===== src/rtl/min_sec_counter_pkg.sv =====
// Shared limits and helpers for the minutes:seconds timekeeper and its display stage.
package min_sec_counter_pkg;

  localparam logic [5:0] SEC_MAX = 6'd59;
  localparam logic [5:0] MIN_MAX = 6'd59;

  // Clamp a loaded value so SEC/MIN can never leave 0..59.
  function automatic logic [5:0] sat_load(input logic [5:0] v, input logic [5:0] lim);
    return (v > lim) ? lim : v;
  endfunction

endpackage


===== src/rtl/min_sec_counter_tick_gen.sv =====
// Prescaler: counts 0..TICK_DIV-1 while enabled and flags the terminal count.
module tick_gen #(
  parameter int TICK_DIV = 50_000_000,
  parameter int DIV_W    = 26
) (
  input  logic CLOCK_50,
  input  logic Resetn,
  input  logic En,
  input  logic Zero,
  output logic Tick
);

  localparam logic [DIV_W-1:0] TC = DIV_W'(TICK_DIV - 1);

  logic [DIV_W-1:0] r_cnt;
  logic             w_tc;

  assign w_tc = (r_cnt == TC);
  // Combinational so the owner can update on the same edge the prescaler wraps.
  assign Tick = En & w_tc;

  always_ff @(posedge CLOCK_50 or negedge Resetn) begin
    if (!Resetn) begin
      r_cnt <= '0;
    end else if (Zero) begin
      r_cnt <= '0;
    end else if (En) begin
      r_cnt <= w_tc ? '0 : r_cnt + 1'b1;
    end
  end

endmodule


===== src/rtl/min_sec_counter.sv =====
// Free-running MIN:SEC binary timekeeper driven by a 1 Hz tick derived from CLOCK_50.
module min_sec_counter
  import min_sec_counter_pkg::*;
#(
  parameter int TICK_DIV = 50_000_000,
  parameter int DIV_W    = 26
) (
  input  logic       CLOCK_50,
  input  logic       Resetn,
  input  logic       Run,
  input  logic       Clear,
  input  logic       Load,
  input  logic [5:0] LoadSec,
  input  logic [5:0] LoadMin,
  output logic [5:0] SEC,
  output logic [5:0] MIN,
  output logic       TICK,
  output logic       ROLL
);

  logic       w_tick;
  logic       w_zero;
  logic [5:0] r_sec;
  logic [5:0] r_min;
  logic       r_tick;
  logic       r_roll;

  assign w_zero = Clear | Load;

  tick_gen #(
    .TICK_DIV(TICK_DIV),
    .DIV_W   (DIV_W)
  ) u_tick_gen (
    .CLOCK_50(CLOCK_50),
    .Resetn  (Resetn),
    .En      (Run),
    .Zero    (w_zero),
    .Tick    (w_tick)
  );

  // Clear beats Load beats the tick; a tick coinciding with Load is dropped.
  always_ff @(posedge CLOCK_50 or negedge Resetn) begin
    if (!Resetn) begin
      r_sec  <= '0;
      r_min  <= '0;
      r_tick <= 1'b0;
      r_roll <= 1'b0;
    end else if (Clear) begin
      r_sec  <= '0;
      r_min  <= '0;
      r_tick <= 1'b0;
      r_roll <= 1'b0;
    end else if (Load) begin
      r_sec  <= sat_load(LoadSec, SEC_MAX);
      r_min  <= sat_load(LoadMin, MIN_MAX);
      r_tick <= 1'b0;
      r_roll <= 1'b0;
    end else if (w_tick) begin
      r_tick <= 1'b1;
      if (r_sec == SEC_MAX) begin
        r_sec <= '0;
        if (r_min == MIN_MAX) begin
          r_min  <= '0;
          r_roll <= 1'b1;
        end else begin
          r_min  <= r_min + 6'd1;
          r_roll <= 1'b0;
        end
      end else begin
        r_sec  <= r_sec + 6'd1;
        r_roll <= 1'b0;
      end
    end else begin
      r_tick <= 1'b0;
      r_roll <= 1'b0;
    end
  end

  assign SEC  = r_sec;
  assign MIN  = r_min;
  assign TICK = r_tick;
  assign ROLL = r_roll;

endmodule

===== config.mk =====
export PLATFORM = sky130hd
export DESIGN_NAME = min_sec_counter
export DESIGN_NICKNAME = d
export VERILOG_FILES = /design/src/rtl/min_sec_counter_pkg.sv /design/src/rtl/min_sec_counter_tick_gen.sv /design/src/rtl/min_sec_counter.sv
export SDC_FILE = /design/constraint.sdc
export NUM_CORES = 1
export LEC_CHECK = 0
export CAP_MARGIN = 30
export CORE_ASPECT_RATIO = 0.6
export CORE_UTILIZATION = 35
export CTS_CLUSTER_DIAMETER = 80
export DETAILED_ROUTE_END_ITERATION = 16
export PLACE_DENSITY = 0.61
export REMOVE_ABC_BUFFERS = 1
export SETUP_SLACK_MARGIN = 0.2
export SKIP_CTS_REPAIR_TIMING = 1
export SLEW_MARGIN = 20
export SYNTH_ARGS = -nofsm -noshare
export SYNTH_HDL_FRONTEND = slang
export SYNTH_HIERARCHICAL = 1
export SYNTH_SLANG_ARGS = --single-unit

===== constraint.sdc =====
create_clock -name CLOCK_50 -period 2.5 [get_ports CLOCK_50]
set_input_delay 0.25 -clock CLOCK_50 [delete_from_list [all_inputs] [get_ports CLOCK_50]]
set_output_delay 0.25 -clock CLOCK_50 [all_outputs]
set_load 0.02 [all_outputs]

==> impl_metrics.tcl <==
set metrics [dict create \
    worstPathRequired_ns 2.68 \
    arrival_ns 2.45 \
    max_cap_viol_count 0 \
    path_cells "nor4b_2, nand3_1, nor4_2, buf_4, nand3_1, nor4_1, a31oi_1, a221oi_1" \
    core-area_um2 6734 \
    dieArea_um2 7389 \
    post-route-min-period_ns 2.267 \
    grtUsageMet2_pct 24.46 \
    timing.slew.headroom_pct 61.89 \
    async_reset_ff_share_pct 100.0 \
    numCtsBuffers 5 \
    grt_pass1_wl_um 11180 \
    num_rows 23 \
    ir_drop_v 0.0002235 \
    worstPathMaxFanout 6 \
    finalMaxSlewViolations 0 \
    period_share_pct 90.69 \
    die_width_um 110.3 \
    crit_path_frequent_cell "nand3_1" \
    final_net_count 349 \
    fillers 664 \
    leakagePower_uw 0.001181 \
    drive_gt1_share_pct 11.62 \
    drc 0 \
    grt_max_degree 41 \
    hold_viol 0 \
    ys_types 48 \
    clk_pin_slew_ns 0.06 \
    crit_buf_inv 1 \
    multi_input_area_um2 1384 \
    synth-seq-cells 40 \
    io_buffers 30 \
    final_common_cell "dfrtp_1" \
    grt_busiest_layer "met1" \
    endpoint_kind "register" \
    hold_path_class "in2async" \
    dp_hpwl_um 5016 \
    layout_common_cells "dfrtp_1 (38), clkdlybuf4s50_1 (29), a21oi_1 (25)" \
    grt_util_met1_pct 33.93 \
    rsz0062_at_grt "no" \
    fmax_mhz 441.1 \
    outcome "completed" \
    wirelength_um 7024 \
    cts_max_path_buffers 2 \
    avgRoutedWirePerCell_um 16.97 \
    antenna_found_initial 0 \
    setup_viol 0 \
    viasPerCell 5.990 \
    num_vias 2480 \
    synth_area_um2 2464 \
    critPathLaunchType "register" \
    cts-root-buf "clkbuf_16" \
    critical_path.top_delay_family "simple AND/OR/NAND/NOR gates" \
    place.gp.congestion 0.8408 \
    start_util_pct 36.58 \
    ios 31 \
    synth_edf_count 0 \
    chipHeight_um 66.99 \
    grtUsageTotal_pct 20.21 \
    synthCells 284 \
    cp_slowest_cell "dfrtp_1" \
    finalPower_uw 1447 \
    area_growth_syn_to_layout_pct 26.46 \
    ys_warn_count 6 \
    fin_skew_ns 0.007600 \
    use_met3_pct 4.305 \
    cts.sinks 40 \
    clk_latency_ns 0.28 \
    worst_pin_slew_ns 0.5673 \
    r2r_slack_ns 0.23 \
    drt_pass1_iterations 5 \
    cp_slowest_stage_delay_ns 0.47 \
    antenna_cells 0 \
    ff_latch_area_um2 1003 \
    worstSetupPathType "reg2reg" \
    h-tree-depth 2 \
    power_density_nw_per_um2 464.4 \
    grt_pass1_vias 2160 \
    syn_area_per_cell_um2 8.675 \
    tns_ns 0 \
    postRouteAntennaNets 0 \
    synth-main-ff-cell "dfrtp_1" \
    first_iter_violations 175 \
    grt_overflow 0 \
    cts_tree "yes" \
    seq_area_frac_synth_pct 40.63 \
]
-- Yosys cell counts, drive strengths merged, types with 2 or more instances --
library cell	count	area [um^2]
dfrtp	40	1001
nand2	26	105.1
a21oi	25	125.1
o21ai	21	105.1
nand3	19	95.09
nor2	16	60.06
nand4	15	108.9
o31ai	12	100.1
and3	9	56.30
inv	9	33.78
or4	9	67.56
or3	8	50.05
nor3	7	35.03
a31oi	6	37.54
buf	6	47.54
nor4	6	37.54
xor2	6	52.55
and4	4	35.03
clkbuf	4	15.01
a211oi	3	22.52
and2	3	18.77
ha	3	37.54
nand3b	3	22.52
clkinv	2	7.510
o21a	2	15.01
o22ai	2	12.51
o32ai	2	17.52
xnor2	2	17.52
-- worst reg2reg max path: stages, from the launching register on --
cell and delay, ns:
dfrtp_1 0.47, nor4b_2 0.39, nand3_1 0.19, nor4_2 0.18
buf_4 0.18, nand3_1 0.15, nor4_1 0.31, a31oi_1 0.07
a221oi_1 0.24
-- power by group --
part           internal (uW)  switching [uW]
Sequential               661            27.2
Combinational           80.5            90.5
Clock                    353             235
-- routing by layer --
| metal | part of all wire, % | vias to the layer above |
|---|---|---|
| li1 | - | 1175 |
| met1 | 53 | 1180 |
| met2 | 37 | 114 |
| met3 | 8.9 | 11 |
| met4 | 1.5 | 0 |
| met5 | 0 | - |
-- path summary, 6_finish.rpt --
kind                                                  start                               end  cells after the start
setup / recovery           u_tick_gen/r_cnt[16]$_DFFE_PN0P_                MIN[3]$_DFFE_PN0P_                      8
hold / removal                                       Resetn  u_tick_gen/r_cnt[23]$_DFFE_PN0P_                      2
setup reg to reg           u_tick_gen/r_cnt[16]$_DFFE_PN0P_                MIN[3]$_DFFE_PN0P_                      8
hold reg to reg             u_tick_gen/r_cnt[4]$_DFFE_PN0P_   u_tick_gen/r_cnt[4]$_DFFE_PN0P_                      2
max in group asynchronous                            Resetn   u_tick_gen/r_cnt[3]$_DFFE_PN0P_                      3
min in group CLOCK_50                            LoadSec[1]                SEC[1]$_DFFE_PN0P_                      3
-- flip-flops by register name, indices dropped and copies added (netlist names) --
name	cells
SEC	6
MIN	6
ROLL	1
u_tick_gen/r_cnt	26
TICK	1
-- per-stage QoR --
stage          hold WS [ns]  setup slack [ns]  instances  area [um^2]  util (%)
2_1_floorplan      -0.04559            0.2867        274         2401         -
3_3_place_gp         0.4365            0.2006        403         2895     43.00
3_5_place_dp         0.4418            0.1786        403         2895     43.00
4_1_cts              0.1444            0.1658        408         3020     44.85
5_1_grt              0.5499            0.1805        414         3115     46.27
6_report             0.4858            0.2328        414         3115     46.27
-- cell families (layout without fill, tap and decap cells) --
logic type,after synthesis,after routing,synth area share (%)
AO/OA/AOI/OAI,81,81,20.52
XOR/XNOR,8,8,2.844
adder cells (fa/ha/maj),3,3,1.524
buffers and inverters,21,64,4.215
flip-flops,40,40,40.63
multiplexers,1,1,0.4063
AND/OR/NAND/NOR,130,130,29.86
-- cell type report --
class | instances | share of cell area, %
clock buffer | 5 | 4.016
inverter | 11 | 1.325
multi-input combinational | 223 | 44.42
sequential | 40 | 32.21
tap | 87 | 3.494
timing repair buffer | 48 | 14.54
Note: power is estimated with default switching activity, not from simulation.
